--- src/rtl/reg_read_mux_if.sv ---
// Read-port bundle for reg_read_mux: register-file bus, index and capture
// enable from the decode stage; combinational and registered selections back.
// master = decode-stage driver, slave = the mux itself.
interface reg_read_mux_if #(
   parameter int WIDTH = 8,
   parameter int NREGS = 4,
   parameter int IDX_W = 2
);
   logic [NREGS*WIDTH-1:0] regs;
   logic [IDX_W-1:0]       sel;
   logic                   en;
   logic [WIDTH-1:0]       out;
   logic [WIDTH-1:0]       out_q;
   logic [IDX_W-1:0]       sel_q;
   logic                   err;
   logic                   err_q;

   modport master (
      output regs, sel, en,
      input  out, out_q, sel_q, err, err_q
   );

   modport slave (
      input  regs, sel, en,
      output out, out_q, sel_q, err, err_q
   );
endinterface

--- src/rtl/reg_read_mux.sv ---
// reg_read_mux: register-file read-port selector. Picks register `sel` out of
// a flat packed bus (register 0 in the least-significant WIDTH bits), gives it
// back combinationally and as a registered copy captured when `en` is high.
// An out-of-range index yields zero data and raises err.
// Optional build macro: MUX_TRACE_EN -- prints one line per enabled capture
// edge (simulation only); functional behaviour is identical either way.
module reg_read_mux #(
   parameter int WIDTH = 8,
   parameter int NREGS = 4,
   parameter int IDX_W = 2
) (
   input logic                 clk,
   input logic                 rst,
   reg_read_mux_if.slave       bus
);

   logic [WIDTH-1:0] out_c;
   logic             hit_c;
   logic             err_c;

   logic [WIDTH-1:0] out_q, out_d;
   logic [IDX_W-1:0] sel_q, sel_d;
   logic             err_q, err_d;

   // Select the indexed register; no match means the index is out of range.
   always_comb begin
      out_c = '0;
      hit_c = 1'b0;
      for (int i = 0; i < NREGS; i++) begin
         if (bus.sel == IDX_W'(i)) begin
            out_c = bus.regs[WIDTH*i +: WIDTH];
            hit_c = 1'b1;
         end
      end
      err_c = ~hit_c;
   end

   // Next-state for the registered copy: capture on en, otherwise hold.
   always_comb begin
      out_d = out_q;
      sel_d = sel_q;
      err_d = err_q;
      if (bus.en) begin
         out_d = out_c;
         sel_d = bus.sel;
         err_d = err_c;
      end
   end

   // Registered copy; reset wins over capture in the same cycle.
   always_ff @(posedge clk) begin
      if (rst) begin
         out_q <= '0;
         sel_q <= '0;
         err_q <= 1'b0;
      end else begin
         out_q <= out_d;
         sel_q <= sel_d;
         err_q <= err_d;
      end
   end

   assign bus.out   = out_c;
   assign bus.err   = err_c;
   assign bus.out_q = out_q;
   assign bus.sel_q = sel_q;
   assign bus.err_q = err_q;

`ifdef MUX_TRACE_EN
   // Trace each enabled capture edge with the value being taken.
   always @(posedge clk) begin
      if (!rst && bus.en)
         $display("MUX : sel=%b val=%0d err=%0b", bus.sel, out_c, err_c);
   end
`else
`endif

endmodule

--- src/flat_wrapper.sv ---
// flat-port wrapper written by rule: the top's interface ports become plain ports
module reg_read_mux_flat 
#(
   parameter int WIDTH = 8,
   parameter int NREGS = 4,
   parameter int IDX_W = 2
)
  (clk, rst, bus_regs, bus_sel, bus_en, bus_out, bus_out_q, bus_sel_q, bus_err, bus_err_q);
  reg_read_mux_if #(.WIDTH(WIDTH), .NREGS(NREGS), .IDX_W(IDX_W)) bus_i ();
  input logic clk;
  input logic rst;
  input wire logic [$bits(bus_i.regs)-1:0] bus_regs;
  input wire logic [$bits(bus_i.sel)-1:0] bus_sel;
  input wire logic [$bits(bus_i.en)-1:0] bus_en;
  output wire logic [$bits(bus_i.out)-1:0] bus_out;
  output wire logic [$bits(bus_i.out_q)-1:0] bus_out_q;
  output wire logic [$bits(bus_i.sel_q)-1:0] bus_sel_q;
  output wire logic [$bits(bus_i.err)-1:0] bus_err;
  output wire logic [$bits(bus_i.err_q)-1:0] bus_err_q;
  assign bus_i.regs = bus_regs;
  assign bus_i.sel = bus_sel;
  assign bus_i.en = bus_en;
  assign bus_out = bus_i.out;
  assign bus_out_q = bus_i.out_q;
  assign bus_sel_q = bus_i.sel_q;
  assign bus_err = bus_i.err;
  assign bus_err_q = bus_i.err_q;
  reg_read_mux #(.WIDTH(WIDTH), .NREGS(NREGS), .IDX_W(IDX_W)) u_core (.clk(clk), .rst(rst), .bus(bus_i));
endmodule
--- config.mk ---
export PLATFORM = sky130hd
export DESIGN_NAME = reg_read_mux_flat
export DESIGN_NICKNAME = d
export VERILOG_FILES = /design/src/rtl/reg_read_mux_if.sv /design/src/rtl/reg_read_mux.sv /design/src/flat_wrapper.sv
export SDC_FILE = /design/constraint.sdc
export NUM_CORES = 1
export LEC_CHECK = 0
export ABC_AREA = 1
export CORE_ASPECT_RATIO = 0.9
export CORE_MARGIN = 2
export CORE_UTILIZATION = 50
export DETAILED_ROUTE_END_ITERATION = 8
export DONT_BUFFER_PORTS = 1
export PLACE_DENSITY_LB_ADDON = 0.08
export RECOVER_POWER = 25
export SLEW_MARGIN = 20
export SYNTH_ARGS = -nofsm -noshare
export SYNTH_HDL_FRONTEND = slang
export SYNTH_SLANG_ARGS = --single-unit
--- constraint.sdc ---
create_clock -name clk -period 0.8 [get_ports clk]
set_input_delay 0.12 -clock clk [delete_from_list [all_inputs] [get_ports clk]]
set_output_delay 0.12 -clock clk [all_outputs]
set_load 0.005 [all_outputs]
==> results of run 1 <==
==> per-layer routing <==
layer	wire, µm	part of all wire, %	vias up
met1	655	40	300
met5	0	0	-
li1	-	-	340
met2	811	50	33
met3	158	9.7	0
met4	0	0	0
==> final cells by class <==
cell class	count	area, µm²
Clock buffer	4	26.3
Fill cell	149	627
Inverter	4	15.0
Multi-Input combinational cell	83	492
Sequential cell	11	220
Tap cell	15	18.8
Timing Repair Buffer	4	32.5
==> kinds of logic after synthesis <==
kind of cell / synth area share, %
AOI/OAI and AO/OA: 6.66
buffers and inverters: 5.99
DFF: 29.3
other: 0.499
and+or+nand+nor: 57.6
==> per-stage QoR <==
stage / hold slack (ns) / TNS (ns) / setup slack (ns) / instance area, µm²
5_1_grt: 0.0256 / -0.0272 / -0.0123 / 805
2_1_floorplan: 0.192 / 0 / 0.0665 / 752
3_5_place_dp: 0.195 / -0.364 / -0.0580 / 763
4_1_cts: 0.000512 / 0 / 0.0486 / 805
3_3_place_gp: 0.193 / -0.154 / -0.0266 / 763
6_report: 0.00640 / 0 / 0.0512 / 805
==> flip-flops by register name (all words and copies together) (netlist names) <==
signal / cells
u_core.bus.out_q: 8
u_core.bus.err_q: 1
u_core.bus.sel_q: 2
==> critical path, delay by kind of cell <==
kind / cells / cell delay [ns]
AND/OR/NAND/NOR: 4 / 0.51
==> what timing repair did <==
action	CTS	global route
pin swaps	0	1
setup buffers	0	0
endpoints found under the hold margin	1	0
gates resized for setup	1	0
hold buffers	1	0
setup endpoints to repair	8	5
==> path summary, 6_finish.rpt <==
path	startpoint	endpoint	slack (ns)	cells after the start
worst max-delay path	bus_sel[1]	bus_out[3]	0.05	4
worst min-delay path	bus_en	u_core.bus.err_q	0.006	3
worst max register to register	u_core.bus.sel_q[0]	u_core.bus.sel_q[0]	0.22	2
worst min register to register	u_core.bus.err_q	u_core.bus.err_q	0.46	2
==> synth_stat cells (all sizes together) <==
cell	number
o21ai	10
nand3	24
buf	3
nor2	4
and2	8
dfxtp	11
or2	8
nand2	28
conb	1
inv	4
==> where the power goes <==
part / internal, µW / switching (µW)
clock: 193 / 173
combinational: 99.1 / 122
sequential: 583 / 24.6
==> placed cells by master (no fill, tap or decap), types with 2 or more instances in the layout <==
cell       n
or2_0      8
nand3_1    8
o21ai_1    8
inv_1      2
inv_2      2
clkbuf_4   3
dfxtp_1   11
nand2_1   27
and2_1     8
nand3_2   16
nor2_1     2
buf_4      3
o21ai_0    2
==> run_results.csv, run 1 <==
group,metric,value,unit
outcome,status,"finished clean",
floorplan,core-area,0.00143,mm²
power,total_power,1190,µW
sta,finalHoldViolCount,0,
synth,postSynthCellCount,101,
global_route,antenna_found_initial,0,
route,routedWlPerCell,13.4,µm
clock_network,clock_path_buffers,2,
synth,netlist.area_leader.share,29.3,%
route,vias,673,
worst_setup_path,critPathKind,"input pin to output pin",
global_route,grt.met2_usage,35.1,%
synth,yosysSeqAreaShare,29.3,%
floorplan,rows,13,
global_route,grt_usage,19.4,%
synth,synth_area,752,µm²
sta,period_share,93.6,%
power,leakagePower,0.000349,µW
sta,rsz0062_at_grt,"true",
synth,ys_warn_count,0,
place,dp_hpwl,1310,µm
global_route,grt_util_met3,7.93,%
route,drt_iter0_drc,7,
min_path,worstHoldPathType,"input pin to register",
synth,synthTopCellsByArea,"dfxtp_1 29%, nand3_2 21%, nand2_1 13%",
clock_network,clk_latency,0.27,ns
synth,syn-num-nets,138,
clock_network,cts_tree,"yes",
route,drt-total-wl,1630,µm
cells_and_area,drive_above_1_share,25.5,%
cells_and_area,nets,144,
worst_setup_path,cpPeakStageDelay,0.18,ns
clock_network,cts_htree_levels,1,
worst_setup_path,crit_arrival,0.63,ns
floorplan,die_y,40.8,µm
global_route,grt_use_met1,21.6,%
sta,clock_skew,0,ns
cells_and_area,syn_to_final_growth,6.99,%
sta,finalSetupViolations,0,
route,ant_nets,0,
flow_run,drv_cap,0,
clock_network,clkTransAtPathRegs,0.06,ns
clock_network,cts_buffers,3,
place,dp_cells,116,
global_route,gr-total-overflow,0,
global_route,grt_max_degree,16,
route,drc,0,
synth,syn_area_per_cell,7.45,µm²
floorplan,start_util,52.5,%
global_route,busiest_layer,"met2",
power,power.density_cell_area,1480,mW/mm²
clock_network,cts_sinks,11,
floorplan,die_width,44.9,µm
cells_and_area,antenna_cells,0,
worst_setup_path,worstSetupStartpointType,"input pin",
synth,ys_types,16,
power,max-vdd-ir-drop,0.941,mV
worst_setup_path,endpoint_kind,"output pin",
synth,ys_seq_elements,11,
global_route,grt_pass1_wl,2480,µm
sta,fin_crit,0.749,ns
place,gp_congestion,0.787,
sta,fmax,1340,MHz
worst_setup_path,worstPathRequired,0.68,ns
floorplan,die_area,0.00183,mm²
cells_and_area,stdcell_count,121,
worst_setup_path,path_cells,"nor2_4 > nand2_1 > nand3_2 > and2_1",
cells_and_area,utilization,56.2,%
worst_setup_path,worst-path-max-fanout,15,
route,dr.pass1.iters,4,
floorplan,ios,57,
clock_network,clock-root-buffer,"clkbuf_4",
route,drt-vias-per-instance,5.56,
place,port_buffers,0,
worst_setup_path,slowest_stage,"nor2_4",
global_route,first_global_vias,629,
synth,synth_area_leader_cell,"dfxtp_1",
sta,finalMaxSlewViolations,0,
(Power assumes the default switching activity.)
==> run 2, diff against run 1 <==
- CELL_PAD_IN_SITES_DETAIL_PLACEMENT: unset -> 1
- CELL_PAD_IN_SITES_GLOBAL_PLACEMENT: unset -> 2
- CORE_UTILIZATION: 50 -> 26
- SLEW_MARGIN: 20 -> 30
==> run 2 against run 1 <==
  * Sequential cell count did not move
  * Largest cell class unchanged
  * Setup slack barely moved
  * Final cell count rose by 21%
  * Non-clock buffer count did not move
==> run_results.csv, run 2 (synthesis results as in run 1) <==
group,metric,value,unit
route,drt-vias-per-instance,4.70,
floorplan,start_util,27.4,%
cells_and_area,final_cell_mix,"27 x nand2_1, 16 x nand3_2, 10 x dfxtp_1",
cells_and_area,stdcell_count,146,
worst_setup_path,worst-path-max-fanout,2,
outcome,status,"finished clean",
cells_and_area,utilization,30.6,%
cells_and_area,regMostFlops,"u_core.bus.out_q",
clock_network,clkTransAtPathRegs,0.07,ns
global_route,antenna_found_initial,0,
clock_network,clock-root-buffer,"clkbuf_4",
min_path,holdPathStages,3,
sta,clock_skew,0,ns
floorplan,ios,57,
route,vias,686,
floorplan,die_y,55.0,µm
place,port_buffers,0,
place,gp_congestion,0.728,
power,max-vdd-ir-drop,0.667,mV
clock_network,clk_latency,0.26,ns
place,dp_cells,141,
route,ant_nets,0,
power,power.density_cell_area,1440,mW/mm²
global_route,grt_max_degree,16,
sta,finalMaxSlewViolations,0,
floorplan,core-area,0.00275,mm²
route,dr.pass1.iters,4,
sta,fin_crit,0.749,ns
route,routedWlPerCell,14.5,µm
clock_network,cts_sinks,11,
power,leakagePower,0.000354,µW
clock_network,cts_tree,"yes",
sta,fmax,1330,MHz
min_path,worstHoldStart,"bus_en",
power,total_power,1220,µW
worst_setup_path,r2r_slack,0.23,ns
clock_network,clock_path_buffers,2,
worst_setup_path,r2r_start,"u_core.bus.sel_q[1]",
cells_and_area,antenna_cells,0,
global_route,gr-total-overflow,0,
min_path,hold_end,"u_core.bus.err_q",
floorplan,die_area,0.00334,mm²
sta,hold_ws,0.0120,ns
cells_and_area,reg.largest.list,"u_core.bus.out_q x8, u_core.bus.sel_q x2, u_core.bus.err_q x1",
min_path,worstHoldPathType,"input pin to register",
clock_network,cts_htree_levels,1,
worst_setup_path,r2r_cells,2,
cells_and_area,nets,144,
worst_setup_path,endpoint_kind,"output pin",
global_route,grt_pass1_wl,3050,µm
floorplan,rows,18,
sta,period_share,93.7,%
floorplan,die_width,60.7,µm
worst_setup_path,critPathKind,"register to output pin",
cells_and_area,largest_reg_flops,8,
cells_and_area,final_area,842,µm²
route,drc,0,
worst_setup_path,r2r-end,"u_core.bus.sel_q[1]",
clock_network,cts_buffers,3,
place,dp_hpwl,1750,µm
clock_network,postCtsSetupBuffers,0,
route,drt-total-wl,2120,µm
route,drt_iter0_drc,17,
cells_and_area,syn_to_final_growth,12.0,%
sta,rsz0062_at_grt,"true",
worst_setup_path,crit_arrival,0.63,ns
sta,finalSetupViolations,0,
cells_and_area,drive_above_1_share,28.3,%
global_route,grt_usage,12.9,%
sta,finalHoldViolCount,0,
worst_setup_path,worstPathRequired,0.68,ns
flow_run,drv_cap,0,
worst_setup_path,worstSetupStartpointType,"register",
global_route,first_global_vias,649,
place,place_area,795,µm²
cells_and_area,layout_commonest_cell,"nand2_1",
[run 2: cell counts in the layout (fill, tap and decap cells not counted)]
No cell type changed its count.
[run 2: stage by stage]
stage	setup TNS, ns	setup slack (ns)
after CTS	0	0.0333
after floorplan	0	0.0665
final	0	0.0507
after detailed placement	-0.470	-0.0769
after global routing	-0.0523	-0.0165
after global placement	-0.307	-0.0574
[run 2: cell type report]
type | count | area (µm²)
Clock buffer | 4 | 26.3
Fill cell | 346 | 1910
Inverter | 4 | 15.0
Multi-Input combinational cell | 83 | 497
Sequential cell | 11 | 221
Tap cell | 40 | 50.0
Timing Repair Buffer | 4 | 32.5
[run 2: power by group]
part	internal [µW]	leakage, µW	switching (µW)
Clock	193	0.0000150	178
Sequential	583	0.0000908	25.8
Combinational	107	0.000248	129
Total	883	0.000354	333
[run 2: how the worst max path moves through the flow]
stage	from	end	slack, ns	cells past startpoint
2_1_floorplan	bus_sel[0]	bus_out[0]	0.07	4
3_3_place_gp	bus_sel[0]	bus_out[1]	-0.06	4
3_5_place_dp	bus_sel[0]	bus_out[1]	-0.08	4
4_1_cts	u_core.bus.sel_q[1]	bus_sel_q[1]	0.03	0
5_1_grt	bus_sel[1]	bus_out[1]	-0.02	4
6_report	u_core.bus.sel_q[0]	bus_sel_q[0]	0.05	0
[run 2: per-layer routing]
metal	track usage (%)	part of all wire [%]	vias up
li1	-	-	341
met1	16.1	44	310
met2	21.7	46	35
met3	5.35	10	0
met4	1.09	0	0
met5	0	0	-
[run 2: what timing repair did]
action | CTS | global route
hold buffers | 1 | 0
resized for setup | 1 | 3
endpoints found under the hold margin | 1 | 0
pin swaps | 0 | 2
setup endpoints to repair | 8 | 8
